[config.mk]
export PLATFORM = sky130hd
export DESIGN_NAME = regfile_write_arbiter
export DESIGN_NICKNAME = d
export VERILOG_FILES = /design/src/rtl/regfile_write_arbiter.sv
export SDC_FILE = /design/constraint.sdc
export NUM_CORES = 1
export LEC_CHECK = 0
export ABC_CLOCK_PERIOD_IN_PS = 2800
export CAP_MARGIN = 10
export CORE_ASPECT_RATIO = 1.2
export CORE_MARGIN = 4
export CORE_UTILIZATION = 39
export DETAILED_ROUTE_END_ITERATION = 8
export PLACE_DENSITY = 0.85
export SLEW_MARGIN = 20
export SYNTH_ARGS = -nofsm -noshare
export SYNTH_HDL_FRONTEND = slang
export SYNTH_SLANG_ARGS = --single-unit
[constraint.sdc]
create_clock -name clk -period 2.8 [get_ports clk]
set_clock_uncertainty 0.1 [all_clocks]
set_input_delay 0.56 -clock clk [delete_from_list [all_inputs] [get_ports clk]]
set_output_delay 0.56 -clock clk [all_outputs]
set_load 0.02 [all_outputs]
[src/rtl/regfile_write_arbiter.sv]
// Two-requester round-robin register-file write arbiter with a 31-register clear sequencer; all outputs registered, latency 1 edge.
// No backpressure into the register file; requesters hold req until their one-cycle gnt, and clear locks out grants until it finishes.
module regfile_write_arbiter #(
    parameter int DATAWIDTH = 32
) (
    input  logic                 clk,
    input  logic                 rst,
    input  logic                 req0,
    input  logic [4:0]           waddr0,
    input  logic [DATAWIDTH-1:0] wdata0,
    input  logic                 req1,
    input  logic [4:0]           waddr1,
    input  logic [DATAWIDTH-1:0] wdata1,
    input  logic                 clr_start,
    output logic                 gnt0,
    output logic                 gnt1,
    output logic                 rf_write,
    output logic [4:0]           rf_writeReg,
    output logic [DATAWIDTH-1:0] rf_writeData,
    output logic                 busy,
    output logic                 done
);

    typedef enum logic {IDLE, CLEAR} state_t;

    state_t     state;
    logic       prio1;    // requester 1 wins a tie (requester 0 was granted last)
    logic [4:0] clr_cnt;

    always_ff @(posedge clk or posedge rst) begin
        if (rst) begin
            state        <= IDLE;
            prio1        <= 1'b0;
            clr_cnt      <= 5'd0;
            gnt0         <= 1'b0;
            gnt1         <= 1'b0;
            rf_write     <= 1'b0;
            rf_writeReg  <= 5'd0;
            rf_writeData <= '0;
            busy         <= 1'b0;
            done         <= 1'b0;
        end else begin
            gnt0         <= 1'b0;
            gnt1         <= 1'b0;
            rf_write     <= 1'b0;
            rf_writeReg  <= 5'd0;
            rf_writeData <= '0;
            done         <= 1'b0;
            case (state)
                IDLE: begin
                    if (clr_start) begin
                        state       <= CLEAR;
                        busy        <= 1'b1;
                        clr_cnt     <= 5'd1;
                        rf_write    <= 1'b1;
                        rf_writeReg <= 5'd1;
                    end else if (req0 && (!req1 || !prio1)) begin
                        gnt0         <= 1'b1;
                        rf_write     <= (waddr0 != 5'd0);
                        rf_writeReg  <= waddr0;
                        rf_writeData <= wdata0;
                        prio1        <= 1'b1;
                    end else if (req1) begin
                        gnt1         <= 1'b1;
                        rf_write     <= (waddr1 != 5'd0);
                        rf_writeReg  <= waddr1;
                        rf_writeData <= wdata1;
                        prio1        <= 1'b0;
                    end
                end
                CLEAR: begin
                    // Stop after register 31 rather than letting the counter wrap to 0.
                    if (clr_cnt == 5'd31) begin
                        state   <= IDLE;
                        busy    <= 1'b0;
                        done    <= 1'b1;
                        clr_cnt <= 5'd0;
                    end else begin
                        clr_cnt     <= clr_cnt + 5'd1;
                        rf_write    <= 1'b1;
                        rf_writeReg <= clr_cnt + 5'd1;
                    end
                end
                default: state <= IDLE;
            endcase
        end
    end

endmodule

==> out/results.txt, run 1 <==
largest fanout of any net on the critical path = 28
cell row count = 27
DRC violation count after routing = 0
initial antenna violation count = 0
vias per cell = 5.04
via count of the first global-routing pass = 1700
LEAKAGE = 1.41 nW
max cap viols = 0
critical setup path kind = in2reg
status = completed
CTS H-tree lvls = 2
buffer cell driving the clock tree root = clkbuf_8
WL final = 5270 µm
clock-pin slew on the worst setup and hold paths = 0.08 ns
Slew Limit Fails = 0
Netlist Area Pre-Place = 1900 µm²
effective utilization at floorplan = 40.8%
Inst Count DP = 306
worst hold margin = 0.396 ns
residual overflow from global routing = 0
sequential fraction of the synthesis area = 64.4%
detailed placer's ending HPWL = 4140 µm
post-synthesis cell count = 134
arrival time at the worst endpoint = 2.14 ns
pin count of the biggest net entering global routing = 37
routed via count = 1581
antenna-violating nets left = 0
mean cell area of the mapped netlist = 14.2 µm²
predominant post-synthesis flop cell = dfrtp_1
number of buffer cells added on primary ports = 120
Die Span X = 71.8 µm
maximum buffer depth of the clock tree = 2
number of enable flip-flop cells after synthesis = 0
endpoint required time on the critical path = 2.93 ns
worst vdd ir = 0.499 mV
number of failing hold endpoints at the final stage = 0
final-report setup violation count = 0
die height = 84.5 µm
core area = 4660 µm²
Synth Register Bits = 49
RSZ-0062 raised after global routing = no
placer's final routability congestion estimate = 0.909
Syn Nets = 215
Global Route met1 Usage = 20.5%
area taken by multi-input logic gates = 577 µm²
cts bufs inserted = 5
Yosys warning count = 0
number of hold buffers added after cts = 0
number of sinks on the clock net = 49
endpoint class of the critical path = flip-flop
Max Fclk = 497 MHz
final-stage net count = 336
Total Die Area = 6070 µm²
top library cells by usage in the layout, fill and taps aside = clkdlybuf4s50_1 (120), dfrtp_1 (49), a22o_1 (32), clkbuf_8 (7), nor2_1 (5)
filler-free cell count of the finished design = 314
async set or reset register ratio after synthesis = 100%
final standard cell utilization of the core = 68.8%
fraction of met2 tracks used by global routing = 33.6%
wire length of the first global-routing pass = 8510 µm
power after layout = 2.00 mW
fraction of layout cells with a size suffix above 1 = 6.25%
period utilization = 71.9%
IO Count = 121
Startpoint Class = primary input
CTS-repair resized insts = 0
GR Util met3 = 4.19%
overall routing resource usage = 18.2%
transition at the pin with the smallest max-transition slack = 0.600 ns
average wire length per cell after detail routing = 16.8 µm
Filler Cell Count = 377
CTS tree = yes
Antenna Cells = 0
total negative setup slack = 0 ns
Max transition margin = 59.9%
highest-utilization routing layer at the global route stage = met2
area taken by flip-flops and latches = 1230 µm²
crit path time final = 2.01 ns
ratio of total power to cell area = 625 nW/µm²
area growth from synthesis to layout = 68.5%
drt initial violations = 54
number of buffers added for setup after CTS = 0
router iterations before antenna repair = 4
worst min-delay path category = reg2reg
most common library cell in the layout ignoring fill and taps = clkdlybuf4s50_1
clock latency of the later-clocked register in the worst-skew pair = 0.29 ns
post-synth cell types = 31
## cell usage after synthesis (all sizes together) (2+ instances only)
| master | number | share of area, % |
|---|---|---|
| a21boi | 2 | 0.99 |
| a21o | 3 | 1.2 |
| a21oi | 2 | 0.53 |
| a221o | 3 | 1.6 |
| a22o | 32 | 15 |
| and2 | 4 | 1.4 |
| and3 | 2 | 0.66 |
| buf | 9 | 4.9 |
| dfrtp | 49 | 64 |
| ha | 2 | 1.3 |
| inv | 2 | 0.39 |
| nand3 | 3 | 0.79 |
| nor2 | 6 | 1.3 |
| o211ai | 2 | 0.79 |
## routing by layer
| layer | vias to the layer above | wire length, µm | part of all wire, % |
|---|---|---|---|
| met4 | 0 | 78 | 1.5 |
| met5 | - | 0 | 0 |
| met1 | 752 | 1990 | 38 |
| li1 | 740 | - | - |
| met3 | 8 | 365 | 6.9 |
| met2 | 81 | 2830 | 54 |
## sequential cells by signal (all words and copies together), names as in the netlist
name and cells:
clr_cnt 5, state 1, gnt0 1, rf_writeData 32
rf_writeReg 5, busy 1, rf_write 1, done 1
gnt1 1, prio1 1
## kinds of logic (layout without fill, tap and decap cells)
family	Yosys count	count (layout)	synth area share, %
buf+inv	11	133	5.32
flops	49	49	64.4
compound gates	49	49	21.6
xor+xnor	2	2	0.920
simple gates	21	21	6.50
fa+ha+maj	2	2	1.31
## worst paths after layout
| check | from | end | slack [ns] | cells past startpoint |
|---|---|---|---|---|
| max in group asynchronous | rst | rf_writeData[12] | 1.36 | 3 |
| min reg2reg | clr_cnt[4] | clr_cnt[4] | 0.40 | 1 |
| max | clr_start | rf_writeData[27] | 0.79 | 5 |
| min in group asynchronous | rst | rf_writeData[28] | 0.55 | 2 |
| max reg2reg | clr_cnt[0] | rf_writeReg[2] | 0.97 | 6 |
| min | clr_cnt[4] | clr_cnt[4] | 0.40 | 1 |
## per-stage QoR
step	setup slack, ns	instance area (µm²)
2_1_floorplan	0.967	1900
3_3_place_gp	0.559	3110
3_5_place_dp	0.471	3110
4_1_cts	0.779	3210
5_1_grt	0.675	3210
6_report	0.786	3210
## cell type report
type	count	share of cell area [%]
clock inverters	1	0.156
inverters	2	0.234
clock buffers	7	3.00
flip-flops and latches	49	38.2
repair buffers	123	38.1
well taps	58	2.26
multi-input cells	74	18.0
## critical path, cell delays in order
cell	delay, ns
clkdlybuf4s50_1	0.46
nor2_2	0.37
and3_1	0.25
buf_4	0.29
a22o_1	0.21
## power breakdown
part	internal [mW]	total [mW]	switching, mW
clock network	0.223	0.439	0.215
registers	0.828	0.903	0.0744
logic	0.371	0.663	0.292
No activity file was read; power rests on OpenSTA's default activity.
==> run 2, diff against run 1 <==
Settings changed: ABC_CLOCK_PERIOD_IN_PS 2800 to 1900, CORE_UTILIZATION 39 to 36, PLACE_DENSITY 0.85 to 0.79.
Clock period 2.8 ns to 1.9 ns, I/O delays scaled along.
==> run 2 against run 1 <==
- first-iteration DRC count fell by 11%
- sequential share of layout area shrank 0.87 points
- via count increased by 0.63%
- non-clock buffer count grew 8
- core utilization fell by 3.7 points
- clock power rose by 37%
- worst hold slack lost 0.053 ns
- die area up 7.5%
- global-route usage shrank 1.9 points
- combinational power rose by 52%
- sequential power grew 46%
- critical path type is now reg2out
- critical endpoint is now busy
- highest routed layer unchanged
==> out/results.txt, run 2 (synthesis results as in run 1) <==
status = completed
clock latency of the later-clocked register in the worst-skew pair = 0.29 ns (about the same)
number of buffer cells added on primary ports = 120 (unchanged)
buffers and inverters on the worst path = 1 (-1)
transition at the pin with the smallest max-transition slack = 0.283 ns (-0.317 ns)
routed via count = 1591 (+0.63%)
arrival time at the worst endpoint = 1.29 ns (-0.85 ns)
Critical Path Max Stage Delay = 0.62 ns (+0.16 ns)
worst vdd ir = 0.610 mV (+22%)
worst min-delay path category = in2async
final std cell area, no fill = 3280 µm² (+2.3%)
Largest register FFs = 32 (unchanged)
via count of the first global-routing pass = 1651 (-2.9%)
max cap viols = 0 (unchanged)
Max Fclk = 565 MHz
Total Die Area = 6520 µm² (+7.5%)
die height = 87.7 µm (+3.7%)
average wire length per cell after detail routing = 16.4 µm (-2.0%)
number of failing hold endpoints at the final stage = 0 (unchanged)
largest registers = rf_writeData: 32 flops, clr_cnt: 5 flops, rf_writeReg: 5 flops
final-stage net count = 344 (+2.4%)
number of sinks on the clock net = 49 (unchanged)
endpoint class of the critical path = output pin
router iterations before antenna repair = 4 (unchanged)
slack of the worst reg-to-reg path = 0.15 ns (-0.82 ns)
initial antenna violation count = 0 (unchanged)
worst flop-to-flop path endpoint = rf_writeReg[2]
critical setup path kind = reg2out
effective utilization at floorplan = 37.7% (-3.1 points)
area growth from synthesis to layout = 72.4%
RSZ-0062 raised after global routing = no
total negative setup slack = 0 ns (unchanged)
antenna-violating nets left = 0 (unchanged)
buffer cell driving the clock tree root = clkbuf_8
LEAKAGE = 1.45 nW (+2.7%)
overall routing resource usage = 16.3% (-1.9 points)
IO Count = 121 (unchanged)
CTS H-tree lvls = 2 (unchanged)
core area = 5040 µm² (+8.2%)
CTS tree = yes
CP max-delay cell = clkdlybuf4s50_1
Reg2Reg Launch Point = clr_cnt[0]
worst hold margin = 0.342 ns (-0.0532 ns)
number of hold buffers added after cts = 0 (unchanged)
pin count of the biggest net entering global routing = 50 (+35%)
wire length of the first global-routing pass = 8070 µm (-5.2%)
cell-by-cell listing of the critical path = clkdlybuf4s50_1
period utilization = 93.1%
largest fanout of any net on the critical path = 3 (-89%)
fraction of layout cells with a size suffix above 1 = 8.75% (+2.5 points)
vias per cell = 4.93 (-2.2%)
Antenna Cells = 0 (unchanged)
register name with the most flops = rf_writeData
Post-DP Area = 3190 µm² (+2.8%)
Slew Limit Fails = 0 (unchanged)
residual overflow from global routing = 0 (unchanged)
cts bufs inserted = 5 (unchanged)
Reg2Reg Depth = 6 (unchanged)
Die Span X = 74.4 µm (+3.6%)
WL final = 5310 µm (+0.84%)
detailed placer's ending HPWL = 4150 µm (+0.27%)
Startpoint Class = flip-flop
maximum buffer depth of the clock tree = 2 (unchanged)
family with the most delay on the worst path = buffers and inverters
worst setup path start = busy
clock-pin slew on the worst setup and hold paths = 0.08 ns (about the same)
DRC violation count after routing = 0 (unchanged)
ratio of total power to cell area = 893 nW/µm² (+43%)
Max transition margin = 80.9% (+21 points)
endpoint required time on the critical path = 1.42 ns (-1.51 ns)
crit path time final = 1.77 ns
top library cells by usage in the layout, fill and taps aside = clkdlybuf4s50_1 (120), dfrtp_1 (49), a22o_1 (32), buf_4 (9), clkbuf_8 (6)
Filler Cell Count = 420 (+11%)
placer's final routability congestion estimate = 0.794 (-13%)
drt initial violations = 48 (-11%)
most common library cell in the layout ignoring fill and taps = clkdlybuf4s50_1
final-report setup violation count = 0 (unchanged)
cell row count = 28 (+3.7%)
-- run 2: what timing repair did --
action	in CTS	in global routing
gates resized for setup	0	1
buffers inserted	0	0
endpoints found under the setup margin	0	1
-- run 2: worst max-delay path by stage --
stage	to	slack, ns	depth (start not counted)
6_report	busy	0.13	1
5_1_grt	rf_writeReg[2]	0.03	6
2_1_floorplan	busy	0.25	1
3_5_place_dp	rf_writeReg[2]	-0.07	5
4_1_cts	rf_writeReg[2]	0.11	6
3_3_place_gp	rf_writeReg[2]	-0.03	5
-- run 2: cell type report --
| cell class | count | area (µm²) | share of cell area (%) |
|---|---|---|---|
| repair buffers | 131 | 1310 | 39.9 |
| flip-flops and latches | 49 | 1230 | 37.3 |
| multi-input cells | 74 | 579 | 17.6 |
| clock buffers | 7 | 86.3 | 2.63 |
| well taps | 60 | 75.1 | 2.29 |
| inverters | 2 | 7.51 | 0.229 |
-- run 2: stage by stage --
stage / instances / worst slack [ns] / utilization (%) / power (mW)
after detailed placement: 316 / -0.0715 / 63.3 / 2.35
after global placement: 316 / -0.0274 / 63.3 / 2.32
after CTS: 323 / 0.115 / 65.0 / 2.96
final: 323 / 0.131 / 65.1 / 2.93
after global routing: 323 / 0.0277 / 65.1 / 3.11
after floorplan: 134 / 0.247 / - / 1.86
-- run 2: power breakdown --
part / internal (mW) / switching [mW]
logic: 0.572 / 0.439
clock network: 0.289 / 0.313
registers: 1.22 / 0.0961
total: 2.08 / 0.848
-- run 2: per-layer routing --
layer | global-route usage (%) | routed length [µm] | vias to the layer above
met1 | 18.2 | 1970 | 756
met5 | 0 | 0 | -
met2 | 28.9 | 2730 | 74
met4 | 4.69 | 62 | 0
met3 | 5.74 | 544 | 6
li1 | - | - | 755
==> run 3, diff against run 2 <==
Settings changed: GPL_ROUTABILITY_DRIVEN from default to 0, TNS_END_PERCENT from default to 5.
==> results of run 3 <==
The final DEF is identical to that of run 2; final timing and power are the same.
==> edit 1, RTL diff (flow settings as in run 3) <==
The parameter `DATAWIDTH` goes from 32 to 64.
--- a/src/rtl/regfile_write_arbiter.sv
+++ b/src/rtl/regfile_write_arbiter.sv
@@ -1,7 +1,7 @@
 // Two-requester round-robin register-file write arbiter with a 31-register clear sequencer; all outputs registered, latency 1 edge.
 // No backpressure into the register file; requesters hold req until their one-cycle gnt, and clear locks out grants until it finishes.
 module regfile_write_arbiter #(
-    parameter int DATAWIDTH = 32
+    parameter int DATAWIDTH = 64
 ) (
     input  logic                 clk,
     input  logic                 rst,
Ports: changed (resized rf_writeData, wdata0 and wdata1); port bits go from 121 to 217. No check against the original RTL was run, so the function may have changed too.
==> edit 1 against run 3 <==
Via count up 66%; cell area rose by 69%; wire length is 89% higher; largest cell class unchanged; setup slack got worse by 0.038 ns; sequential cell count rose by 32; highest routed layer unchanged; power up 56%; cell count rose by 64%; synthesized area is 57% higher.
==> edit 1: results <==
routing:
  first_pass_iters: 4
  wl_per_cell_um: 18.9
  dr.first_iter.drc_count: 107
  vias: 2649
global_routing:
  track_usage: 0.203
  grt_start_max_net_pins: 43
  met2_usage: 0.374
  met1_usage: 0.217
  grt_pass1_vias: 2859
  gr-usage-met3: 0.0640
  grt_pass1_wl_um: 15300
placement:
  placed_area_um2: 5370
  io_buffers: 216
  hpwl_um: 7850
logic_synthesis:
  synthXorXnorAreaFrac: 0.00585
  netlist_top_cells_count: "81 x dfrtp_1, 64 x a22o_1, 12 x buf_2"
  synthAdderAreaFrac: 0.00835
  synth-compound-area-share: 0.229
  yosysSeqAreaShare: 0.676
  ys_ff_latch: 81
  synth_fp_nets: 351
worst_setup_path:
  regToRegSetupSlack_ns: 0.13
  endpoint: "rf_writeData[1]"
  critPathArrivalTime_ns: 1.33
  ff2ff_path_depth: 6
  worstSetupStartpoint: "rf_writeData[1]"
  timing.critical_path.fanout_max: 1
  crit_path_max_incr_delay_ns: 0.65
finish:
  multi_input_cells: 106
  largestRegisters: "rf_writeData: 64 flops, clr_cnt: 5 flops, rf_writeReg: 5 flops"
  post-route-util: 0.684
  nets: 577
  clk_share: 0.0329
  final.clkbuf_count: 10
  nNonClkBuffers: 232
  bufAreaShareNonClock: 0.425
  seqCellArea_um2: 2030
  fillers: 599
  multi_input_area_share: 0.153
  drive_above_1_share: 0.0782
timing:
  worst_pin_slew_ns: 0.305
power_and_ir_drop:
  leakage_nw: 2.44
  sequentialPowerShare: 0.444
  vdd_drop_max_uv: 680
  combPwrFrac: 0.297
clock_tree:
  cts_inserted_buffers: 9
  htreeDepth: 3
  worstSkewPairLatency_ns: 0.33
die:
  core_area_um2: 8110
outcome:
  outcome: "finished clean"
edit 1: changes by cell type in the layout (fill, tap and decap cells not counted), sizes merged, moves of 3 or more:
cell,change
dfrtp,+32
clkinv,+3
clkbuf,+3
a22o,+32
clkdlybuf4s50,+96
buf,+5
edit 1: per-stage QoR:
step | setup TNS, ns | setup slack, ns | instances | total power [mW] | hold slack (ns)
floorplan | 0 | 0.247 | 206 | 2.67 | 0.356
global placement | -3.95 | -0.0700 | 516 | 3.39 | 0.373
detailed placement | -4.28 | -0.0854 | 516 | 3.44 | 0.385
CTS | 0 | 0.0705 | 530 | 4.65 | 0.357
global route | 0 | 0.0417 | 530 | 4.82 | 0.381
finish | 0 | 0.0934 | 530 | 4.58 | 0.371
edit 1: routing by layer:
metal,vias up,wire [um],share of wire
met2,141,5370,0.54
li1,1223,-,-
met4,0,232,0.023
met1,1268,3640,0.36
met3,17,777,0.078
met5,-,0,0
==> edit 2, RTL diff (config.mk and constraints of run 3) <==
Without the edit above. Make the reset (`rst`) synchronous in one clocked block.
--- a/src/rtl/regfile_write_arbiter.sv
+++ b/src/rtl/regfile_write_arbiter.sv
@@ -27,7 +27,7 @@
     logic       prio1;    // requester 1 wins a tie (requester 0 was granted last)
     logic [4:0] clr_cnt;
 
-    always_ff @(posedge clk or posedge rst) begin
+    always_ff @(posedge clk) begin
         if (rst) begin
             state        <= IDLE;
             prio1        <= 1'b0;
Formal check against the unedited RTL: differs if rst is asserted again (counterexample within 4 cycles, from zero or initial values and one cycle with rst high); with rst held inactive, the same outputs for 10 cycles.
==> edit 2 against run 3 <==
Cell count increased by 1.9%; setup slack got worse by 0.015 ns; wire length increased by 6.0%; sequential cell count unchanged; core utilization increased by 1.7 points; cell area decreased by 5.9%; synthesized area decreased by 9.0%.
Power is not compared: it rests on default switching activity, and its combinational part moved more than twofold at a synthesized area within 25%.
==> edit 2: results <==
routing:
  wirelength_um: 5630
  wl_met1_um: 2280
  wl_met2_um: 2790
  met3RoutedLength_um: 484
  dr.first_iter.drc_count: 97
  vias: 1674
global_routing:
  track_usage: 0.186
  gr-usage-met3: 0.0494
  grt_start_max_net_pins: 34
  grt_pass1_vias: 1624
  met2_usage: 0.333
logic_synthesis:
  synth_top_cells_by_area: "dfxtp_1 57%, a22o_1 16%, buf_12 3.5%"
  netlist-cell-type-count: 36
  synth_top_area_share: 0.566
  synth_most_common_cell: "dfxtp_1"
  yosysSeqAreaShare: 0.566
  netlist_top_cells_count: "49 x dfxtp_1, 32 x a22o_1, 6 x a21oi_1"
  async_reset_ff_frac: 0
placement:
  pre_cts_ws_ns: -0.0345
  hpwl_um: 4570
  placed_area_um2: 3000
finish:
  nets: 352
  drive_above_1_share: 0.0849
worst_setup_path:
  timing.critical_path.fanout_max: 5
timing:
  worst_pin_slew_ns: 0.422
outcome:
  outcome: "finished clean"
==> edit 2: cell count changes in the layout (fill, tap and decap cells not counted), sizes merged, moves of 2 or more <==
| cell | delta |
|---|---|
| nand2 | +4 |
| dfxtp | +49 |
| a21oi | +4 |
| o22ai | +3 |
| and2 | -4 |
| a221o | -3 |
| dfrtp | -49 |
| a32oi | +4 |
| or3 | +2 |
==> edit 2: final timing paths <==
check / start / depth (start not counted) / slack, ns / to
worst max register to register: clr_cnt[0] / 5 / 0.12 / clr_cnt[2]
worst max-delay path: clr_cnt[0] / 5 / 0.12 / clr_cnt[2]
worst min-delay path: clr_cnt[4] / 2 / 0.38 / clr_cnt[4]
worst min register to register: clr_cnt[4] / 2 / 0.38 / clr_cnt[4]
==> edit 2: worst max-delay path, stage by stage (launching register included) <==
cell     delay (ns)
dfxtp_1        0.33
ha_1           0.24
and3_1         0.20
ha_1           0.23
or4b_1         0.48
a21oi_1        0.15
==> edit 2: kinds of logic after synthesis <==
kind of cell	after synthesis	share of synthesized area
xor+xnor	2	0.0101
flops	49	0.566
buf+inv	12	0.0664
simple gates	23	0.0845
fa+ha+maj	2	0.0144
compound gates	56	0.258
==> edit 2: area by class of cell <==
class / instances / area (um^2)
clock buffers: 7 / 86.3
multi-input cells: 83 / 637
repair buffers: 131 / 1310
inverters: 1 / 3.75
well taps: 58 / 72.6
fillers: 364 / 1540
flip-flops and latches: 49 / 981
==> edit 2: through the flow <==
step	cells	total power, mW	setup TNS (ns)
after floorplan	144	1.25	0
after global placement	322	1.51	0
after detailed placement	322	1.52	-0.432
after CTS	329	2.12	0
after global routing	329	2.20	0
final	329	2.10	0
==> edit 2: power by group <==
part / internal (mW) / switching (mW)
clock: 0.289 / 0.318
combinational: 0.259 / 0.147
sequential: 1.07 / 0.0183
total: 1.62 / 0.484
